<file path="src/rtl/ipid_pkg.sv">
// Shared definitions for the IP-ID streaming link (producer ipid_stream and consumer ipid_assemble).
package ipid_pkg;

  localparam int IPID_W_DFLT  = 256;
  localparam int CHUNK_W_DFLT = 16;
  localparam int NUM_CHUNKS   = IPID_W_DFLT / CHUNK_W_DFLT;

  typedef logic [IPID_W_DFLT-1:0] ipid_t;

  typedef enum logic [1:0] {
    IDLE,
    COLLECT,
    DONE
  } ipid_asm_state_e;

endpackage

</file>
<file path="src/rtl/ipid_assemble.sv">
// Reassembles an MSB-first chunk stream into one IP ID, compares it with a golden value,
// and aborts the frame if the producer stalls for too long.
module ipid_assemble
  import ipid_pkg::*;
#(
  parameter int IPID_W  = IPID_W_DFLT,
  parameter int CHUNK_W = CHUNK_W_DFLT,
  parameter int GAP_MAX = 4
) (
  input  logic               clk,
  input  logic               rst,
  input  logic               start,
  input  logic               valid,
  input  logic [CHUNK_W-1:0] ipid_chunk,
  input  logic [IPID_W-1:0]  ipid_expected,
  output logic [IPID_W-1:0]  ipid_out,
  output logic               done,
  output logic               match,
  output logic               busy,
  output logic               error
);

  localparam int NCHUNK = IPID_W / CHUNK_W;
  localparam int CNT_W  = (NCHUNK > 1) ? $clog2(NCHUNK) : 1;
  localparam int GAP_W  = (GAP_MAX > 0) ? $clog2(GAP_MAX + 1) : 1;
  localparam logic [CNT_W-1:0] LAST_CNT = CNT_W'(NCHUNK - 1);
  localparam logic [GAP_W-1:0] GAP_LIM  = GAP_W'(GAP_MAX);

  ipid_asm_state_e   state, state_nxt;
  logic [IPID_W-1:0] shreg;
  logic [IPID_W-1:0] shreg_nxt;
  logic [CNT_W-1:0]  cnt;
  logic [GAP_W-1:0]  gap;
  logic [GAP_W-1:0]  gap_inc;
  logic              collecting;
  logic              last_beat;
  logic              timeout;

  assign collecting = (state == COLLECT);
  assign shreg_nxt  = {shreg[IPID_W-CHUNK_W-1:0], ipid_chunk};
  assign gap_inc    = (gap == '1) ? gap : gap + 1'b1;
  // A coincident start always wins: it restarts the frame instead of completing or aborting it.
  assign last_beat  = collecting && !start && valid && (cnt == LAST_CNT);
  assign timeout    = collecting && !start && !valid && (GAP_MAX != 0) && (gap_inc == GAP_LIM);

  assign done = (state == DONE);
  assign busy = collecting;

  always_ff @(posedge clk) begin
    if (rst) state <= IDLE;
    else     state <= state_nxt;
  end

  always_comb begin
    state_nxt = state;
    case (state)
      IDLE:    if (start) state_nxt = COLLECT;
      COLLECT: begin
        if (start)          state_nxt = COLLECT;
        else if (last_beat) state_nxt = DONE;
        else if (timeout)   state_nxt = IDLE;
      end
      DONE:    state_nxt = start ? COLLECT : IDLE;
      default: state_nxt = IDLE;
    endcase
  end

  always_ff @(posedge clk) begin
    if (rst) begin
      shreg    <= '0;
      cnt      <= '0;
      gap      <= '0;
      ipid_out <= '0;
      match    <= 1'b0;
      error    <= 1'b0;
    end else if (start) begin
      shreg <= valid ? IPID_W'(ipid_chunk) : '0;
      cnt   <= CNT_W'(valid);
      gap   <= '0;
      match <= 1'b0;
      error <= 1'b0;
    end else if (collecting) begin
      if (valid) begin
        shreg <= shreg_nxt;
        cnt   <= cnt + 1'b1;
        gap   <= '0;
        if (last_beat) begin
          ipid_out <= shreg_nxt;
          match    <= (shreg_nxt == ipid_expected);
        end
      end else begin
        gap <= gap_inc;
        if (timeout) error <= 1'b1;
      end
    end
  end

endmodule

</file>
<file path="config.mk">
export PLATFORM = sky130hd
export DESIGN_NAME = ipid_assemble
export DESIGN_NICKNAME = d
export VERILOG_FILES = /design/src/rtl/ipid_pkg.sv /design/src/rtl/ipid_assemble.sv
export SDC_FILE = /design/constraint.sdc
export NUM_CORES = 1
export LEC_CHECK = 0
export BUFFER_PORTS_ARGS = -buffer_cell sky130_fd_sc_hd__buf_4
export CAP_MARGIN = 25
export CORE_AREA = 2 2 206 208
export CTS_BUF_LIST = sky130_fd_sc_hd__clkbuf_4
export DETAILED_ROUTE_END_ITERATION = 7
export DIE_AREA = 0 0 208 210
export PLACE_DENSITY = 0.75
export REMOVE_ABC_BUFFERS = 1
export SLEW_MARGIN = 20
export SYNTH_ARGS = -nofsm -noshare
export SYNTH_HDL_FRONTEND = slang
export SYNTH_SLANG_ARGS = --single-unit
</file>
<file path="constraint.sdc">
create_clock -name clk -period 5.3 [get_ports clk]
set_clock_uncertainty 0.2 [all_clocks]
set_input_delay 0 -clock clk [delete_from_list [all_inputs] [get_ports clk]]
set_output_delay 0 -clock clk [all_outputs]
set_load 0.01 [all_outputs]
</file>
==> results of run 1 <==
-- state kept, by name, summed over array words and instances, names as in the netlist --
| register | count |
|---|---|
| match | 1 |
| state | 2 |
| cnt | 4 |
| shreg | 240 |
| gap | 3 |
| ipid_out | 256 |
| error | 1 |
-- worst min-delay path, cell delays in order --
cell and delay, ns:
dlygate4sd3_1 0.54, buf_4 0.18, nor2_4 0.17, nand2_1 0.11
a21oi_1 0.06
-- through the flow --
step,utilization,instance area (µm²)
final,0.645,26700
after global routing,0.645,26700
after CTS,0.644,26700
after detailed placement,0.589,24400
after global placement,0.588,24400
after floorplan,-,19500
-- cells by family (layout without fill, tap and decap cells) --
group	Yosys count	after routing	share of synthesized area
other	0	2	0
DFF	507	507	0.503
adders and majority gates	2	2	0.00124
and+or+nand+nor	1114	1114	0.222
xor gates and xnor gates	249	249	0.108
muxes	1	1	0.000496
AOI/OAI and AO/OA	516	516	0.130
buffers and inverters	181	840	0.0348
-- final cells by class --
| class | instances | area, µm² | share of cell area |
|---|---|---|---|
| Antenna cell | 2 | 5.00 | 0.000187 |
| Clock buffer | 188 | 1410 | 0.0528 |
| Clock inverter | 30 | 284 | 0.0106 |
| Inverter | 12 | 45.0 | 0.00168 |
| Multi-Input combinational cell | 1882 | 9350 | 0.350 |
| Sequential cell | 507 | 10100 | 0.379 |
| Tap cell | 539 | 674 | 0.0252 |
| Timing Repair Buffer | 610 | 4830 | 0.180 |
-- cell usage after synthesis (all sizes together) --
cell and n:
and2 1, nor4 33, xnor2 160, nor3 5, or4 3, a21oi 501, ha 2, nand4 48
a22oi 1, or2 1, xor2 89, mux2i 1, a22o 2, o31ai 1, a2111o 1, inv 12
a211oi 1, and2b 1, o22ai 4, nor2 10, nand3 17, nor4bb 1, nor3b 1, buf 23
nand2b 2, a31oi 1, a221oi 1, and3 1, dfxtp 507, a2111oi 1, nor2b 3, clkbuf 146
o21ai 2, nand2 987
-- worst max-delay path by stage --
stage,start,to,slack [ns],cells past startpoint
final,shreg[126],match,0.75,10
after global routing,shreg[126],match,0.64,10
after CTS,shreg[126],match,0.85,10
after detailed placement,shreg[64],match,1.70,7
after global placement,shreg[64],match,1.72,7
after floorplan,state[1],match,-13.03,6
-- layout by cell type (no fill, tap or decap), types with 2 or more instances in the layout --
| cell type | instances |
|---|---|
| o22ai_1 | 4 |
| clkinv_1 | 17 |
| xnor2_1 | 160 |
| nor3_1 | 4 |
| nand2_1 | 986 |
| dlygate4sd3_1 | 58 |
| buf_4 | 544 |
| o21ai_0 | 2 |
| dfxtp_1 | 507 |
| nor2_1 | 9 |
| nand3_1 | 16 |
| nor2b_1 | 3 |
| or4_1 | 3 |
| bufinv_16 | 6 |
| clkinv_4 | 2 |
| a21oi_1 | 501 |
| clkbuf_4 | 188 |
| a22o_1 | 2 |
| inv_1 | 10 |
| ha_1 | 2 |
| xor2_1 | 89 |
| buf_12 | 6 |
| diode_2 | 2 |
| nor4_1 | 33 |
| inv_2 | 6 |
| nand4_1 | 47 |
-- what timing repair did --
| action | 4_1_cts | 5_1_grt |
|---|---|---|
| hold buffers | 59 | 0 |
| hold endpoints to repair | 378 | 0 |
| buffers inserted | 0 | 0 |
-- routing by layer --
layer | vias to the layer above | track usage | routed length [µm]
li1 | 9584 | - | -
met1 | 9682 | 0.453 | 31600
met2 | 1145 | 0.558 | 36900
met3 | 188 | 0.0876 | 8020
met4 | 0 | 0.201 | 4500
met5 | - | 0 | 0
-- power by group --
group / total (mW) / leakage (nW) / switching, mW / internal [mW]
logic: 0.532 / 4.89 / 0.298 / 0.234
registers: 3.83 / 4.08 / 0.0135 / 3.82
clock network: 3.50 / 1.00 / 1.59 / 1.91
total: 7.86 / 9.97 / 1.90 / 5.97
==> flow_summary.yaml, run 1 <==
status:
  outcome: "finished clean"
power:
  total_power_mw: 7.86
  p_leak_nw: 9.97
  power_density_mw_per_mm2: 294
  ir_drop_uv: 191
hold_path:
  hold_end: "cnt[0]"
  hold_path_class: "in2reg"
  hp-start: "start"
  hold_path_depth: 5
flow_run:
  drv_cap: 0
synthesis:
  ys_ff_latch: 507
  ys_seq_area_frac: 0.503
  yosys_warnings: 0
  synth_cells: 2570
  synth.avg_cell_area_um2: 7.85
  yosysTopAreaCellShare: 0.503
  yosysUniqueCellTypes: 38
  yosys.area.top_type: "dfxtp_1"
  ys_top_cells_by_area: "dfxtp_1 (50%), nand2_1 (18%), a21oi_1 (12%), xnor2_1 (6.9%), xor2_1 (3.9%)"
  synth_area_mm2: 0.0202
clocking:
  cts_buffer_depth: 3
  h-tree-depth: 4
  clk_pin_slew_ns: 0.07
  cts_resized: 0
  clock_latency_ns: 0.83
  cts_buffers: 135
  cts.sinks: 507
  clock-root-buffer: "clkbuf_4"
  cts_tree: "yes"
timing:
  report.final.slew_viol_count: 0
  finalSetupTns_ns: 0
  max_slew_margin: 0.315
  worst_slack_ns: 0.746
  worst_slew_pin_slew_ns: 1.03
  period_share: 0.859
  fmax_mhz: 220
  setup_viol: 0
  holdWs_ns: 0.0795
  hold_viol: 0
  rsz0062_at_grt: "false"
  fin_crit_ns: 4.55
setup_path:
  path_class: "reg2reg"
  critPathRequiredTime_ns: 5.82
  critPathMaxFanout: 4
  path_cells: "xnor2_1 -> nand4_1 -> dlygate4sd3_1 -> nor4_1 -> dlygate4sd3_1 -> nand2_1 -> dlygate4sd3_1 -> or4_1 -> dlygate4sd3_1 -> o31ai_1"
  critical-path-max-stage-delay_ns: 0.66
  worst_setup_path_end_kind: "register"
  r2r_end: "match"
  path_common_cell: "dlygate4sd3_1"
  r2r_setup_slack_ns: 0.75
  reg2reg_from: "shreg[126]"
  critPathSlowestCell: "dlygate4sd3_1"
  cp_num_buf_inv: 4
  crit_arrival_ns: 5.07
  setup.worst_path.start_class: "register"
  worstRegToRegCells: 10
  path_delay_family: "buffers and inverters"
die:
  io-pin-count: 536
  die_x_um: 208
  std_cell_rows: 75
  core_mm2: 0.0415
  die-area_mm2: 0.0437
  initial_utilization: 0.486
  fp.dieH_um: 210
detailed_routing:
  vias: 20600
  antenna_left: 0
  drtPass1Iterations: 6
  routed_wl_mm: 81.0
  post_drt_wl_per_cell_um: 21.5
  drt_iter0_drc: 1747
  drc: 0
  drt-vias-per-instance: 5.46
final_layout:
  area_growth_pct: 32.6
  n_fill_cell: 3574
  finalNonFillerCells: 3770
  drive_gt1_frac: 0.237
  fin_nets: 3426
placed_design:
  dp_hpwl_mm: 56.6
  routabilityCongestion: 0.911
  place_ws_ns: 1.70
  placed_cells: 3490
  io_buffers: 535
grt:
  grt_max_degree: 165
  grt_overflow: 0
  antenna_found_initial: 2
  track_usage: 0.357
  grt_pass1_vias: 19700
  grt_pass1_wl_mm: 118
(Power assumes the default switching activity.)
==> run 2, diff against run 1 <==
CORE_AREA = 2 2 209 211   (was 2 2 206 208)
CTS_BUF_LIST = default   (was sky130_fd_sc_hd__clkbuf_4)
DIE_AREA = 0 0 211 213   (was 0 0 208 210)
PLACE_DENSITY = 0.73   (was 0.75)
RECOVER_POWER = 25   (was default)
TNS_END_PERCENT = 30   (was default)
==> flow_summary.yaml, run 2 (synthesis gave the netlist of run 1 again) <==
die:
  die_x_um: 211
  die-area_mm2: 0.0449
  std_cell_rows: 76
  io-pin-count: 536
  fp.dieH_um: 213
  initial_utilization: 0.472
  core_mm2: 0.0427
timing:
  holdWs_ns: 0.0521
  finalSetupTns_ns: 0
  setup_viol: 0
  worst_slew_pin_slew_ns: 1.25
  max_slew_margin: 0.167
  hold_viol: 0
  period_share: 0.844
  fin_crit_ns: 4.47
  rsz0062_at_grt: "false"
  report.final.slew_viol_count: 0
  worst_slack_ns: 0.827
  fmax_mhz: 224
detailed_routing:
  antenna_left: 0
  routed_wl_mm: 78.9
  drt_iter0_drc: 2111
  vias: 19800
  drtPass1Iterations: 5
  drc: 0
  post_drt_wl_per_cell_um: 21.7
  drt-vias-per-instance: 5.45
final_layout:
  largest-register: "ipid_out"
  largest_reg_flops: 256
  final_common_cell: "nand2_1"
  top_regs: "ipid_out x256, shreg x240, cnt x4"
  final_cell_area_mm2: 0.0260
  area_growth_pct: 29.1
  final_cell_mix: "nand2_1 (986), dfxtp_1 (507), a21oi_1 (501)"
  fin_nets: 3324
  finalNonFillerCells: 3637
  drive_gt1_frac: 0.151
clocking:
  cts.sinks: 507
  h-tree-depth: 2
  cts_buffers: 53
  clock-root-buffer: "clkbuf_16"
  cts_resized: 0
  clock_latency_ns: 0.61
  cts_tree: "yes"
  cts_buffer_depth: 3
  clk_pin_slew_ns: 0.06
power:
  ir_drop_uv: 231
  p_leak_nw: 9.03
  power_density_mw_per_mm2: 324
hold_path:
  hold_path_class: "in2reg"
  hold_path_depth: 4
placed_design:
  post_dp_cell_area_mm2: 0.0244
  io_buffers: 535
  place_ws_ns: 1.74
  dp_hpwl_mm: 55.6
  routabilityCongestion: 0.946
  placed_cells: 3498
flow_run:
  drv_cap: 0
grt:
  grt_overflow: 0
  grt_pass1_wl_mm: 114
  antenna_found_initial: 2
  track_usage: 0.337
  grt_pass1_vias: 18600
  grt_max_degree: 230
setup_path:
  worst_setup_path_end_kind: "register"
  worstRegToRegCells: 10
  critPathRequiredTime_ns: 5.62
  critPathMaxFanout: 4
  setup.worst_path.start_class: "register"
  path_class: "reg2reg"
  crit_arrival_ns: 4.79
status:
  outcome: "finished clean"
==> run 2: changes by cell type in the layout (fill, tap and decap cells not counted), moves of 4 or more <==
cell,delta
clkbuf_16,+55
dlygate4sd3_1,-20
clkbuf_8,+11
buf_4,-190
clkinv_1,-17
clkbuf_4,-188
clkbuf_1,+195
inv_2,-4
clkinv_2,+16
==> run 2: path summary, 6_finish.rpt <==
check	from	to	slack [ns]
max	shreg[126]	match	0.83
min	ipid_chunk[12]	ipid_out[12]	0.05
max reg2reg	shreg[126]	match	0.83
min reg2reg	error	error	0.25
==> run 2: layout make-up <==
type / instances / area, µm²
Fill cell: 3884 / 16700
Sequential cell: 507 / 10100
Multi-Input combinational cell: 1882 / 9350
Timing Repair Buffer: 590 / 3880
Clock buffer: 70 / 1540
Tap cell: 546 / 683
Clock inverter: 29 / 384
Inverter: 12 / 45.0
Antenna cell: 1 / 2.50
==> run 2: through the flow <==
step	utilization	total power, mW
2_1_floorplan	-	4.07
3_3_place_gp	0.572	4.40
3_5_place_dp	0.572	4.41
4_1_cts	0.626	8.46
5_1_grt	0.610	8.65
6_report	0.610	8.44
==> run 2: report_power, final <==
| part | switching (mW) | leakage, nW | internal (mW) |
|---|---|---|---|
| logic | 0.289 | 3.98 | 0.224 |
| clock network | 1.61 | 0.965 | 2.49 |
| registers | 0.0134 | 4.08 | 3.82 |
==> run 2: worst max-delay path, stage by stage, from the launching register on <==
cell,delay [ns]
dfxtp_1,0.54
xnor2_1,0.23
nand4_1,0.13
dlygate4sd3_1,0.58
nor4_1,0.38
dlygate4sd3_1,0.64
nand2_1,0.05
dlygate4sd3_1,0.54
or4_1,0.50
dlygate4sd3_1,0.56
o31ai_1,0.06
==> run 2: what timing repair did <==
item	CTS	global route
setup buffers	0	0
endpoints found under the setup margin	0	0
hold buffers	38	0
hold endpoints to repair	285	0
==> run 2: layer usage <==
| metal | global-route usage | share of wire | up-vias | wire (µm) |
|---|---|---|---|---|
| li1 | - | - | 9321 | - |
| met1 | 0.431 | 0.40 | 9438 | 31800 |
| met2 | 0.543 | 0.47 | 897 | 36700 |
| met3 | 0.0710 | 0.084 | 161 | 6660 |
| met4 | 0.163 | 0.047 | 2 | 3690 |
| met5 | 0 | 0.00015 | - | 12 |
